`src/rtl/hilo_mult_pkg.sv`:
```
// hilo_mult_pkg: shared types and constants for the HI/LO multiply sequencer.
// The optional MULT_SIGNED_EN macro uses absVal() to form operand magnitudes.
package hilo_mult_pkg;

  localparam int OP_W            = 16;
  localparam int PROD_W          = 32;
  localparam int TIMEOUT_DEFAULT = 40;
  localparam int CNT_W_DEFAULT   = 6;

  typedef enum logic [1:0] {
    S_IDLE   = 2'd0,
    S_LAUNCH = 2'd1,
    S_WAIT   = 2'd2,
    S_WRITE  = 2'd3
  } state_t;

  // Two's complement magnitude; 0x8000 maps to itself and is read as unsigned 32768.
  function automatic logic [OP_W-1:0] absVal(input logic [OP_W-1:0] v);
    return v[OP_W-1] ? (~v + OP_W'(1)) : v;
  endfunction

endpackage

```
`src/rtl/hilo_regs.sv`:
```
// hilo_regs: HI/LO register pair with MTHI/MTLO writes, product write and the
// MFHI/MFLO read mux. The write enables are qualified by the sequencer.
module hilo_regs
  import hilo_mult_pkg::*;
(
  input  logic              i_clk,
  input  logic              i_rst,
  input  logic              i_hiWe,
  input  logic              i_loWe,
  input  logic [OP_W-1:0]   i_wrData,
  input  logic              i_prodWe,
  input  logic [PROD_W-1:0] i_prod,
  input  logic              i_mfHi,
  input  logic              i_mfLo,
  output logic [OP_W-1:0]   o_rdData
);

  logic [OP_W-1:0] r_hi;
  logic [OP_W-1:0] r_lo;

  // A finished product overwrites both halves; otherwise MTHI/MTLO load WrData.
  always_ff @(posedge i_clk) begin
    if (i_rst) begin
      r_hi <= '0;
      r_lo <= '0;
    end else if (i_prodWe) begin
      r_hi <= i_prod[PROD_W-1:OP_W];
      r_lo <= i_prod[OP_W-1:0];
    end else begin
      if (i_hiWe) r_hi <= i_wrData;
      if (i_loWe) r_lo <= i_wrData;
    end
  end

  // HI wins when both reads are requested; no read returns zero.
  always_comb begin
    o_rdData = '0;
    if (i_mfHi)      o_rdData = r_hi;
    else if (i_mfLo) o_rdData = r_lo;
  end

endmodule

```
`src/rtl/hilo_mult_ctrl.sv`:
```
// hilo_mult_ctrl: sequencer between the execute stage and the shift-add
// multiplicador. Latches operands, pulses St once the multiplier is idle,
// waits for a fresh Done, then writes the product into HI/LO while stalling
// the pipeline. Optional macro MULT_SIGNED_EN enables two's complement operands.
module hilo_mult_ctrl
  import hilo_mult_pkg::*;
#(
  parameter int TIMEOUT_CYCLES = TIMEOUT_DEFAULT,
  parameter int CNT_W          = CNT_W_DEFAULT
) (
  input  logic              i_Clk,
  input  logic              i_Rst,
  input  logic              i_MultReq,
  input  logic [OP_W-1:0]   i_OpA,
  input  logic [OP_W-1:0]   i_OpB,
  input  logic              i_MfHi,
  input  logic              i_MfLo,
  input  logic              i_MtHi,
  input  logic              i_MtLo,
  input  logic [OP_W-1:0]   i_WrData,
  output logic [OP_W-1:0]   o_RdData,
  output logic              o_Stall,
  output logic              o_Busy,
  output logic              o_Err,
  output logic              o_St,
  output logic [OP_W-1:0]   o_Multiplicando,
  output logic [OP_W-1:0]   o_Multiplicador,
  input  logic              i_Idle,
  input  logic              i_Done,
  input  logic [PROD_W-1:0] i_Produto
);

  state_t            r_state;
  state_t            w_nextState;
  logic [CNT_W-1:0]  r_cnt;
  logic              r_armed;
  logic              r_st;
  logic              r_err;
  logic [OP_W-1:0]   r_mcand;
  logic [OP_W-1:0]   r_mplier;
  logic [PROD_W-1:0] r_prod;

  logic              w_timeout;
  logic              w_accept;
  logic              w_launch;
  logic              w_capture;
  logic              w_hiWe;
  logic              w_loWe;
  logic              w_prodWe;
  logic [OP_W-1:0]   w_opA;
  logic [OP_W-1:0]   w_opB;
  logic [PROD_W-1:0] w_prodFinal;

  assign w_timeout = ((r_state == S_LAUNCH) || (r_state == S_WAIT)) &&
                     (r_cnt == CNT_W'(TIMEOUT_CYCLES));
  assign w_accept  = (r_state == S_IDLE) && i_MultReq;
  assign w_launch  = (r_state == S_LAUNCH) && !w_timeout && i_Idle;
  assign w_capture = (r_state == S_WAIT) && !w_timeout && r_armed && i_Done;

  // Moves to HI/LO only happen in idle and lose to a same-cycle MultReq.
  assign w_hiWe   = (r_state == S_IDLE) && !i_MultReq && i_MtHi;
  assign w_loWe   = (r_state == S_IDLE) && !i_MultReq && i_MtLo;
  assign w_prodWe = (r_state == S_WRITE);

`ifdef MULT_SIGNED_EN
  logic r_neg;

  // Remember the result sign at acceptance; the multiplier only sees magnitudes.
  always_ff @(posedge i_Clk) begin
    if (i_Rst)         r_neg <= 1'b0;
    else if (w_accept) r_neg <= i_OpA[OP_W-1] ^ i_OpB[OP_W-1];
  end

  assign w_opA       = absVal(i_OpA);
  assign w_opB       = absVal(i_OpB);
  assign w_prodFinal = r_neg ? (~r_prod + PROD_W'(1)) : r_prod;
`else
  assign w_opA       = i_OpA;
  assign w_opB       = i_OpB;
  assign w_prodFinal = r_prod;
`endif

  // State register.
  always_ff @(posedge i_Clk) begin
    if (i_Rst) r_state <= S_IDLE;
    else       r_state <= w_nextState;
  end

  // Next-state logic; the timeout check beats both launch and capture.
  always_comb begin
    w_nextState = r_state;
    case (r_state)
      S_IDLE:   if (i_MultReq) w_nextState = S_LAUNCH;
      S_LAUNCH: begin
        if (w_timeout)   w_nextState = S_IDLE;
        else if (i_Idle) w_nextState = S_WAIT;
      end
      S_WAIT: begin
        if (w_timeout)      w_nextState = S_IDLE;
        else if (w_capture) w_nextState = S_WRITE;
      end
      S_WRITE:  w_nextState = S_IDLE;
      default:  w_nextState = S_IDLE;
    endcase
  end

  // Operand latch, timeout counter, St pulse, Done arming and product capture.
  always_ff @(posedge i_Clk) begin
    if (i_Rst) begin
      r_mcand  <= '0;
      r_mplier <= '0;
      r_cnt    <= '0;
      r_armed  <= 1'b0;
      r_st     <= 1'b0;
      r_err    <= 1'b0;
      r_prod   <= '0;
    end else begin
      r_st <= w_launch;
      if (w_accept) begin
        r_mcand  <= w_opA;
        r_mplier <= w_opB;
        r_err    <= 1'b0;
        r_cnt    <= '0;
      end
      if ((r_state == S_LAUNCH) || (r_state == S_WAIT)) begin
        if (w_timeout) r_err <= 1'b1;
        else           r_cnt <= r_cnt + CNT_W'(1);
      end
      if (w_launch) r_armed <= 1'b0;
      if ((r_state == S_WAIT) && !w_timeout && !i_Done) r_armed <= 1'b1;
      if (w_capture) r_prod <= i_Produto;
    end
  end

  hilo_regs u_regs (
    .i_clk    (i_Clk),
    .i_rst    (i_Rst),
    .i_hiWe   (w_hiWe),
    .i_loWe   (w_loWe),
    .i_wrData (i_WrData),
    .i_prodWe (w_prodWe),
    .i_prod   (w_prodFinal),
    .i_mfHi   (i_MfHi),
    .i_mfLo   (i_MfLo),
    .o_rdData (o_RdData)
  );

  assign o_Busy          = (r_state != S_IDLE);
  assign o_Stall         = o_Busy & (i_MultReq | i_MfHi | i_MfLo | i_MtHi | i_MtLo);
  assign o_Err           = r_err;
  assign o_St            = r_st;
  assign o_Multiplicando = r_mcand;
  assign o_Multiplicador = r_mplier;

endmodule

```
`config.mk`:
```
export PLATFORM = sky130hd
export DESIGN_NAME = hilo_mult_ctrl
export DESIGN_NICKNAME = d
export VERILOG_FILES = /design/src/rtl/hilo_mult_pkg.sv /design/src/rtl/hilo_regs.sv /design/src/rtl/hilo_mult_ctrl.sv
export SDC_FILE = /design/constraint.sdc
export NUM_CORES = 1
export LEC_CHECK = 0
export ABC_CLOCK_PERIOD_IN_PS = 2780
export CAP_MARGIN = 20
export CORE_MARGIN = 5
export CORE_UTILIZATION = 49
export CTS_CLUSTER_SIZE = 10
export DETAILED_ROUTE_END_ITERATION = 16
export PLACE_DENSITY = 0.8
export SETUP_SLACK_MARGIN = 0.5
export SLEW_MARGIN = 0
export SYNTH_ARGS = -nofsm -noshare
export SYNTH_HDL_FRONTEND = slang
export SYNTH_SLANG_ARGS = --single-unit
```
`constraint.sdc`:
```
create_clock -name i_Clk -period 2.78 [get_ports i_Clk]
set_clock_uncertainty 0.05 [all_clocks]
set_input_delay 0.278 -clock i_Clk [delete_from_list [all_inputs] [get_ports i_Clk]]
set_output_delay 0.278 -clock i_Clk [all_outputs]
set_load 0.05 [all_outputs]
```
# Yosys cells after proc, flatten, opt, wreduce, memory -nomap -nowiden
# Index checks and enable logic that the tools add are counted.
[op_classes]
multipliers = 0
n_addsub = 1
reduce_logical = 21
shift = 0
div_mod_pow = 0
n_lt_le_gt_ge = 0
bitwise = 5
n_eq_ne = 7
n_mux = 20
[ops]
columns = ["operator", "count"]
rows = [
  ["16-bit two-way mux", 6],
  ["6-bit two-way mux", 3],
  ["1-bit logical AND", 11],
  ["2-bit two-way mux", 5],
  ["2-bit one-hot mux with 4 select lines", 1],
  ["2-bit nonzero test", 4],
  ["6-bit by 1-bit adder with 6-bit output (second input constant)", 1],
  ["6-bit equality test (second input constant)", 1],
  ["3-bit inequality test (second input constant)", 2],
  ["1-bit two-way mux", 5],
  ["2-bit equality test (second input constant)", 2],
  ["1-bit OR", 4],
  ["1-bit logical NOT", 3],
  ["3-bit AND reduction", 1],
  ["2-bit by 1-bit equality test with 1-bit output (second input constant)", 1],
  ["2-bit logical NOT", 1],
  ["2-bit inequality test (second input constant)", 1],
  ["1-bit AND", 1],
  ["1-bit logical OR", 1],
]
[totals]
regBits = 107
mem_count = 0
mem_bits_ro = 0
latchBits = 0
inputBits = 89
ram_bits = 0
word_cells = 64

# Logic depth before layout (Yosys ltp)
# Gate-level depths: netlist (run 1).
[depth]
word_depth = 10
depth_mapped = 7
depth_no_buf = 6

# Hierarchy
# Synthesis (run 1) repeated with hierarchy kept, for this count alone.
[unflattened]
cells_unflattened = 549
hier_area_um2 = 4683.2
[modules_own_cells]
columns = ["module", "area_each_um2", "cells_per_inst", "n_inst"]
rows = [
  ["hilo_mult_ctrl", 2952.8, 354, 1],
  ["hilo_regs", 1730.4, 195, 1],
]

# Worst setup path after synthesis (run 1)
# No wires, ideal clock.
[synth_timing]
path_kind = "input to output"
startpoint = "in i_MfLo"
endpoint = "out o_RdData[10]"
t_required_ns = 2.452
t_arrival_ns = 1.946
slack_ns = 0.506
path_buffers = 2
cell_stages = 4
cell_sequence = "clkbuf_1 > clkbuf_1 > nand2_1 > o21ai_0"
[synth_between]
elab_chain_cells = 2
[synth_lines]
columns = ["element", "line_no", "source"]
rows = [
  ["start: declaration", "hilo_mult_ctrl.sv:17", "input logic i_MfLo,"],
  ["16-bit two-way mux", "hilo_regs.sv:39", "else if (i_mfLo) o_rdData = r_lo;"],
  ["16-bit two-way mux", "hilo_regs.sv:38", "if (i_mfHi) o_rdData = r_hi;"],
  ["end: declaration", "hilo_mult_ctrl.sv:21", "output logic [OP_W-1:0] o_RdData,"],
]
# No other way between the ends.

# Worst setup path in the final report (run 1)
[layout_timing]
startpoint = "in i_MfHi"
endpoint = "out o_RdData[14]"
[layout_between]
elab_chain_cells = 1
[layout_lines]
columns = ["element", "line_no", "source"]
rows = [
  ["start: declaration", "hilo_mult_ctrl.sv:16", "input logic i_MfHi,"],
  ["16-bit two-way mux", "hilo_regs.sv:38", ""],
]
# No other way between the ends.

==> results of run 1 <==
registers in the layout, summed over array words and instances, names as in the netlist, 2 cells and up:
register,cells
u_regs.r_hi,16
r_cnt,6
o_Multiplicador,16
u_regs.r_lo,16
r_prod,32
r_state,2
o_Multiplicando,16
area by class of cell:
| class | instances | area, um^2 | share of cell area (%) |
|---|---|---|---|
| clock buffer | 10 | 127.6 | 2.072 |
| multi-input combinational | 402 | 1998 | 32.45 |
| clock inverter | 4 | 52.55 | 0.8533 |
| tap | 108 | 135.1 | 2.194 |
| inverter | 6 | 22.52 | 0.3657 |
| timing repair buffer | 155 | 1680 | 27.29 |
| sequential | 107 | 2142 | 34.78 |
layout by cell type, fill, tap and decap left out, types with 3 or more instances in the layout:
cell type	synthesis	layout
o21ai_0	18	18
a22oi_1	32	32
dfxtp_1	107	107
nor2_1	6	6
nand2_1	198	198
buf_12	0	17
nor2b_1	3	3
and2_1	3	3
buf_4	2	16
clkbuf_8	0	9
a21oi_1	101	101
ha_1	7	7
a21oi_2	3	3
clkdlybuf4s50_1	0	121
nand2b_1	3	3
nor3_1	4	4
inv_1	6	6
power breakdown:
part	total [mW]	leakage, nW	internal, mW	switching [mW]
logic	0.980	1.19	0.391	0.589
registers	1.68	0.870	1.62	0.0531
clock network	0.913	0.0926	0.411	0.502
layer usage:
layer	vias up	GRT usage, %	routed length, um
li1	2104	-	-
met1	2000	25.50	4918
met2	175	36.34	5916
met3	19	8.690	1232
met4	0	7.771	199
met5	-	0	0
worst paths after layout:
| kind | end | slack, ns | cells after the start |
|---|---|---|---|
| worst min-delay path | r_prod[23] | 0.34 | 2 |
| worst max register to register | r_prod[13] | 0.67 | 6 |
| worst min register to register | o_Multiplicador[2] | 0.41 | 2 |
| worst max-delay path | o_RdData[14] | 0.62 | 4 |
critical path: cells and delay by family:
kind | cells | cell delay [ns]
buffers and inverters | 3 | 1.13
AOI/OAI and AO/OA | 1 | 0.43
what timing repair did:
action | 4_1_cts | 5_1_grt
resized for setup | 2 | 0
pin swaps | 0 | 1
endpoints found under the hold margin | 0 | 0
setup endpoints to repair | 33 | 17
buffers inserted | 0 | 1
logic make-up after synthesis:
kind of cell               synth area share (%)
adders and majority gates                 2.017
buffers and inverters                     4.668
DFF                                       49.34
xor gates and xnor gates                 0.2018
AOI/OAI and AO/OA                         21.50
muxes                                    0.4899
and+or+nand+nor                           21.79
metrics by stage:
step           utilization, %  hold slack (ns)  instances
2_1_floorplan               -           0.3640        553
3_3_place_gp            68.80           0.3907        777
3_5_place_dp            68.80           0.3977        777
4_1_cts                 70.88           0.3403        791
5_1_grt                 70.96           0.3649        792
6_report                70.96           0.3445        792
==> metrics.cfg, run 1 <==
[synthesis]
synth.area.top_cells = dfxtp_1 49%, nand2_1 17%, a21oi_1 12%
syn_nets = 649
synth.top_cell.area_share_pct = 49.34
synthTopCellsByCount = 198 x nand2_1, 107 x dfxtp_1, 101 x a21oi_1, 32 x a22oi_1, 25 x clkbuf_1
ys_types = 36
ys_seq_area_share_pct = 49.34
synth_ff_type = dfxtp_1
synth_most_common_cell = nand2_1
async_flop_share_pct = 0
synth-edff-count = 0
yosysWarnings = 0
synthCells = 553
synth-seq-cells = 107
syn_area_mm2 = 0.004342
yosys.area.top_type = dfxtp_1
avgSynthCellArea_um2 = 7.851

[timing]
finalCritPeriodShare_pct = 77.75
final.setup.tns_ns = 0
setup_slack_ns = 0.6185
max_freq_mhz = 462.6
min_period_ns = 2.162
slew-limit-headroom_pct = 60.62
hold_viol = 0
setup_viol = 0
finalMaxSlewViolations = 0
rsz0062_at_grt = false
tightest_slew_ns = 0.5907

[job]
max_cap_violations = 0

[placement]
portBuffers = 140
hpwl_um = 8777
gp_congestion = 0.8262
place_area_mm2 = 0.005971
pre_cts_ws_ns = 0.3222

[route]
vias = 4298
drt-initial-drc-count = 271
drc_errors = 0
wl_um = 12270
wl_per_cell_um = 15.49
dr.pass1.iters = 6
vias_per_cell = 5.427
final_antenna_net_count = 0

[global_route]
grt-ovfl-total = 0
antenna_found_initial = 0
grt_max_degree = 55
globalRouteTotalUtil_pct = 21.87
first_global_vias = 4219
grt_pass1_wl_um = 19920

[clock_network]
clkSlewWorstSetupHoldPaths_ns = 0.10
root_buffer = clkbuf_8
ctsHoldBuffers = 0
cts_max_level = 3
clock_path_buffers = 2
insertion_delay_ns = 0.36
clock_sinks = 107
cts_buffers = 9
tritoncts = done

[die]
die_w_um = 104.1
die_h_um = 104.1
ioPinCount = 141
core_area_mm2 = 0.008678
placementRows = 34
die_area_mm2 = 0.01084
initial_core_util_pct = 50.03

[finish]
final_nets = 777
area_growth_pct = 41.84
n_antenna_cell = 0
drive_gt1_share_pct = 8.480
num-fill-cells = 710
final_cell_area_mm2 = 0.006158

[worst_setup_path]
required_ns = 2.45
cp_slowest_cell = clkdlybuf4s50_1
worstSetupStartpoint = i_MfHi
critPathArrivalTime_ns = 1.83
crit_fanout = 22
worstSetupStartpointType = input port
path_class = input port to primary output
worstPathCellList = clkdlybuf4s50_1 -> buf_4 -> o21ai_0 -> buf_12
end_kind = primary output
r2r-start = r_state[0]
critPathMaxStageDelay_ns = 0.61

[run_status]
outcome = completed

[pwr]
powerDensity_mw_per_mm2 = 579.9
power_leakage_nw = 2.153
design_power_total_mw = 3.571
ir_drop_mv = 0.3538

[hold_path]
holdCritStartpoint = i_Rst
min_path_type = input port to flop

(Power assumes the default switching activity.)
==> run 2: changes to the inputs <==
ABC_CLOCK_PERIOD_IN_PS = 2100   (was 2780)
CORE_UTILIZATION = 46   (was 49)
PLACE_DENSITY = 0.76   (was 0.8)
clock period = 2.1 ns   (was 2.78 ns; I/O delays follow)
==> metrics.cfg, run 2 (synthesized netlist as in run 1, its figures left out) <==
[pwr]
p_seq_share_pct = 43.2  ; -3.8 points
comb_power_share_pct = 28.4  ; +0.9 points
swShare_pct = 31.12  ; -0.93 points
intPower_mw = 3.544  ; +46%
power_leakage_nw = 2.534  ; +18%
powerDensity_mw_per_mm2 = 761.4  ; +31%
ir_drop_mv = 0.4563  ; +29%
clock_power_share_pct = 28.5  ; +2.9 points
p_sw_mw = 1.601  ; +40%

[global_route]
met2_usage_pct = 40.44  ; +4.1 points
busiest_layer = met2
grt_pass1_wl_um = 21840  ; +9.6%
antenna_found_initial = 0  ; unchanged
grt_max_degree = 52  ; -5.5%
globalRouteTotalUtil_pct = 23.77  ; +1.9 points
grt-ovfl-total = 0  ; unchanged
use_met3_pct = 9.813  ; +1.1 points
first_global_vias = 4459  ; +5.7%
global_route.usage.met1_pct = 27.24  ; +1.7 points

[die]
placementRows = 35  ; +2.9%
initial_core_util_pct = 46.99  ; -3.0 points
die_area_mm2 = 0.01148  ; +5.9%
die_h_um = 107.2  ; +2.9%
ioPinCount = 141  ; unchanged
die_w_um = 107.2  ; +2.9%
core_area_mm2 = 0.009240  ; +6.5%

[run_status]
outcome = completed

[finish]
final_common_cell = nand2_1
top_register = r_prod
multi_input_area_mm2 = 0.002237  ; +12%
final_core_util_pct = 73.13  ; +2.2 points
drive_gt1_share_pct = 17.61  ; +9.1 points
final_nets = 796  ; +2.4%
largest_reg_flops = 32  ; unchanged
regArea_mm2 = 0.002150  ; +0.35%
area_growth_pct = 55.65
layout_common_cells = 189 x nand2_1, 103 x dfxtp_1, 91 x a21oi_1, 84 x clkdlybuf4s50_1, 34 x dlygate4sd2_1
num-fill-cells = 669  ; -5.8%
n_antenna_cell = 0  ; unchanged

[route]
drc_errors = 0  ; unchanged
vias = 4561  ; +6.1%
wl_um = 14010  ; +14%
wl_per_cell_um = 16.82  ; +8.6%
drt-initial-drc-count = 279  ; +3.0%
vias_per_cell = 5.475  ; +0.90%
dr.pass1.iters = 6  ; unchanged
final_antenna_net_count = 0  ; unchanged

[timing]
tightest_slew_ns = 0.5871  ; -0.003645 ns
setup_viol = 0  ; unchanged
hold_viol = 0  ; unchanged
slew-limit-headroom_pct = 60.86  ; +0.24 points
max_freq_mhz = 549.0
finalCritPeriodShare_pct = 86.74
rsz0062_at_grt = true
final.setup.tns_ns = 0  ; unchanged
hold_ws_ns = 0.2827  ; -0.06177 ns
min_period_ns = 1.822
finalMaxSlewViolations = 0  ; unchanged

[worst_setup_path]
worstSetupStartpoint = r_state[1]
worstPathCellList = inv_4 -> ha_4 -> and4b_4 -> buf_4 -> a211oi_4 -> buf_12 -> nand2_1 -> a21oi_1
critPathMaxStageDelay_ns = 0.36  ; -0.25 ns
r2r_cells = 8  ; +2
end_kind = flop
r2r-start = r_state[1]
cp_slowest_cell = dfxtp_2
critPathArrivalTime_ns = 2.06  ; +0.23 ns
worstSetupStartpointType = flop
path_class = flop to flop
required_ns = 2.34  ; -0.11 ns
crit_fanout = 32  ; +45%

[hold_path]
holdCritStartpoint = i_Rst
min_path_type = input port to flop
whs_path_depth = 2  ; unchanged

[clock_network]
ctsHoldBuffers = 0  ; unchanged
insertion_delay_ns = 0.37  ; about the same
cts_buffers = 9  ; unchanged
root_buffer = clkbuf_8
clkSlewWorstSetupHoldPaths_ns = 0.09  ; about the same
cts_max_level = 3  ; unchanged
tritoncts = done
clock_sinks = 107  ; unchanged
clock_path_buffers = 2  ; unchanged

[placement]
portBuffers = 140  ; unchanged
gp_congestion = 0.8712  ; +5.4%
hpwl_um = 8808  ; +0.35%

[job]
max_cap_violations = 0  ; unchanged

==> run 2: cell types whose count changed in the layout (fill, tap and decap cells not counted), moves of 7 or more <==
cell / previous run / this run
a21oi_2: 3 / 11
o21ai_0: 18 / 2
o21ai_2: 0 / 10
nand2_1: 198 / 189
buf_12: 17 / 24
clkdlybuf4s50_1: 121 / 84
dlygate4sd2_1: 1 / 34
a21oi_1: 101 / 91
==> run 2: area by class of cell <==
| type | instances | share of cell area (%) |
|---|---|---|
| timing repair buffer | 174 | 28.88 |
| sequential | 107 | 31.81 |
| clock inverter | 4 | 1.463 |
| multi-input combinational | 402 | 33.11 |
| tap | 129 | 2.388 |
| inverter | 6 | 0.4073 |
| clock buffer | 11 | 1.944 |
==> run 2: stage by stage <==
stage | worst slack, ns | total power, mW | std cells | instance area, um^2
2_1_floorplan | 0.2590 | 3.036 | 553 | 4400
3_3_place_gp | 0.1723 | 3.574 | 797 | 6083
3_5_place_dp | 0.1672 | 3.593 | 797 | 6083
4_1_cts | 0.2999 | 5.092 | 826 | 6578
5_1_grt | 0.1931 | 5.377 | 833 | 6758
6_report | 0.2784 | 5.146 | 833 | 6758
==> run 2: path summary, 6_finish.rpt <==
check | to | slack [ns]
hold / removal | r_cnt[1] | 0.28
setup / recovery | r_prod[15] | 0.28
hold reg to reg | o_Multiplicador[12] | 0.41
setup reg to reg | r_prod[15] | 0.28
==> run 2: power groups by stage <==
stage / combinational [mW] / sequential [mW] / clock (mW)
6_report: 1.46 / 2.22 / 1.47
5_1_grt: 1.56 / 2.24 / 1.58
4_1_cts: 1.39 / 2.22 / 1.49
3_5_place_dp: 1.32 / 2.27 / 0
3_3_place_gp: 1.31 / 2.26 / 0
2_1_floorplan: 0.556 / 2.48 / 0
==> run 2: metal layers <==
metal | part of all wire, % | vias to the layer above
li1 | - | 2162
met1 | 37 | 2131
met2 | 50 | 239
met3 | 11 | 29
met4 | 2.3 | 0
met5 | 0 | -
==> run 2: repair_timing <==
action | 4_1_cts | 5_1_grt
gates cloned | 4 | 1
pin swaps | 9 | 18
gates resized for setup | 72 | 36
buffers inserted | 10 | 6
endpoints found under the setup margin | 123 | 74
==> run 2: critical path, delay by kind of cell, from the launching register on <==
family / cells / cell delay, ns
AO/OA/AOI/OAI: 2 / 0.38
adder cells (fa/ha/maj): 1 / 0.23
buffers and inverters: 3 / 0.40
flip-flops: 1 / 0.36
AND/OR/NAND/NOR: 2 / 0.31
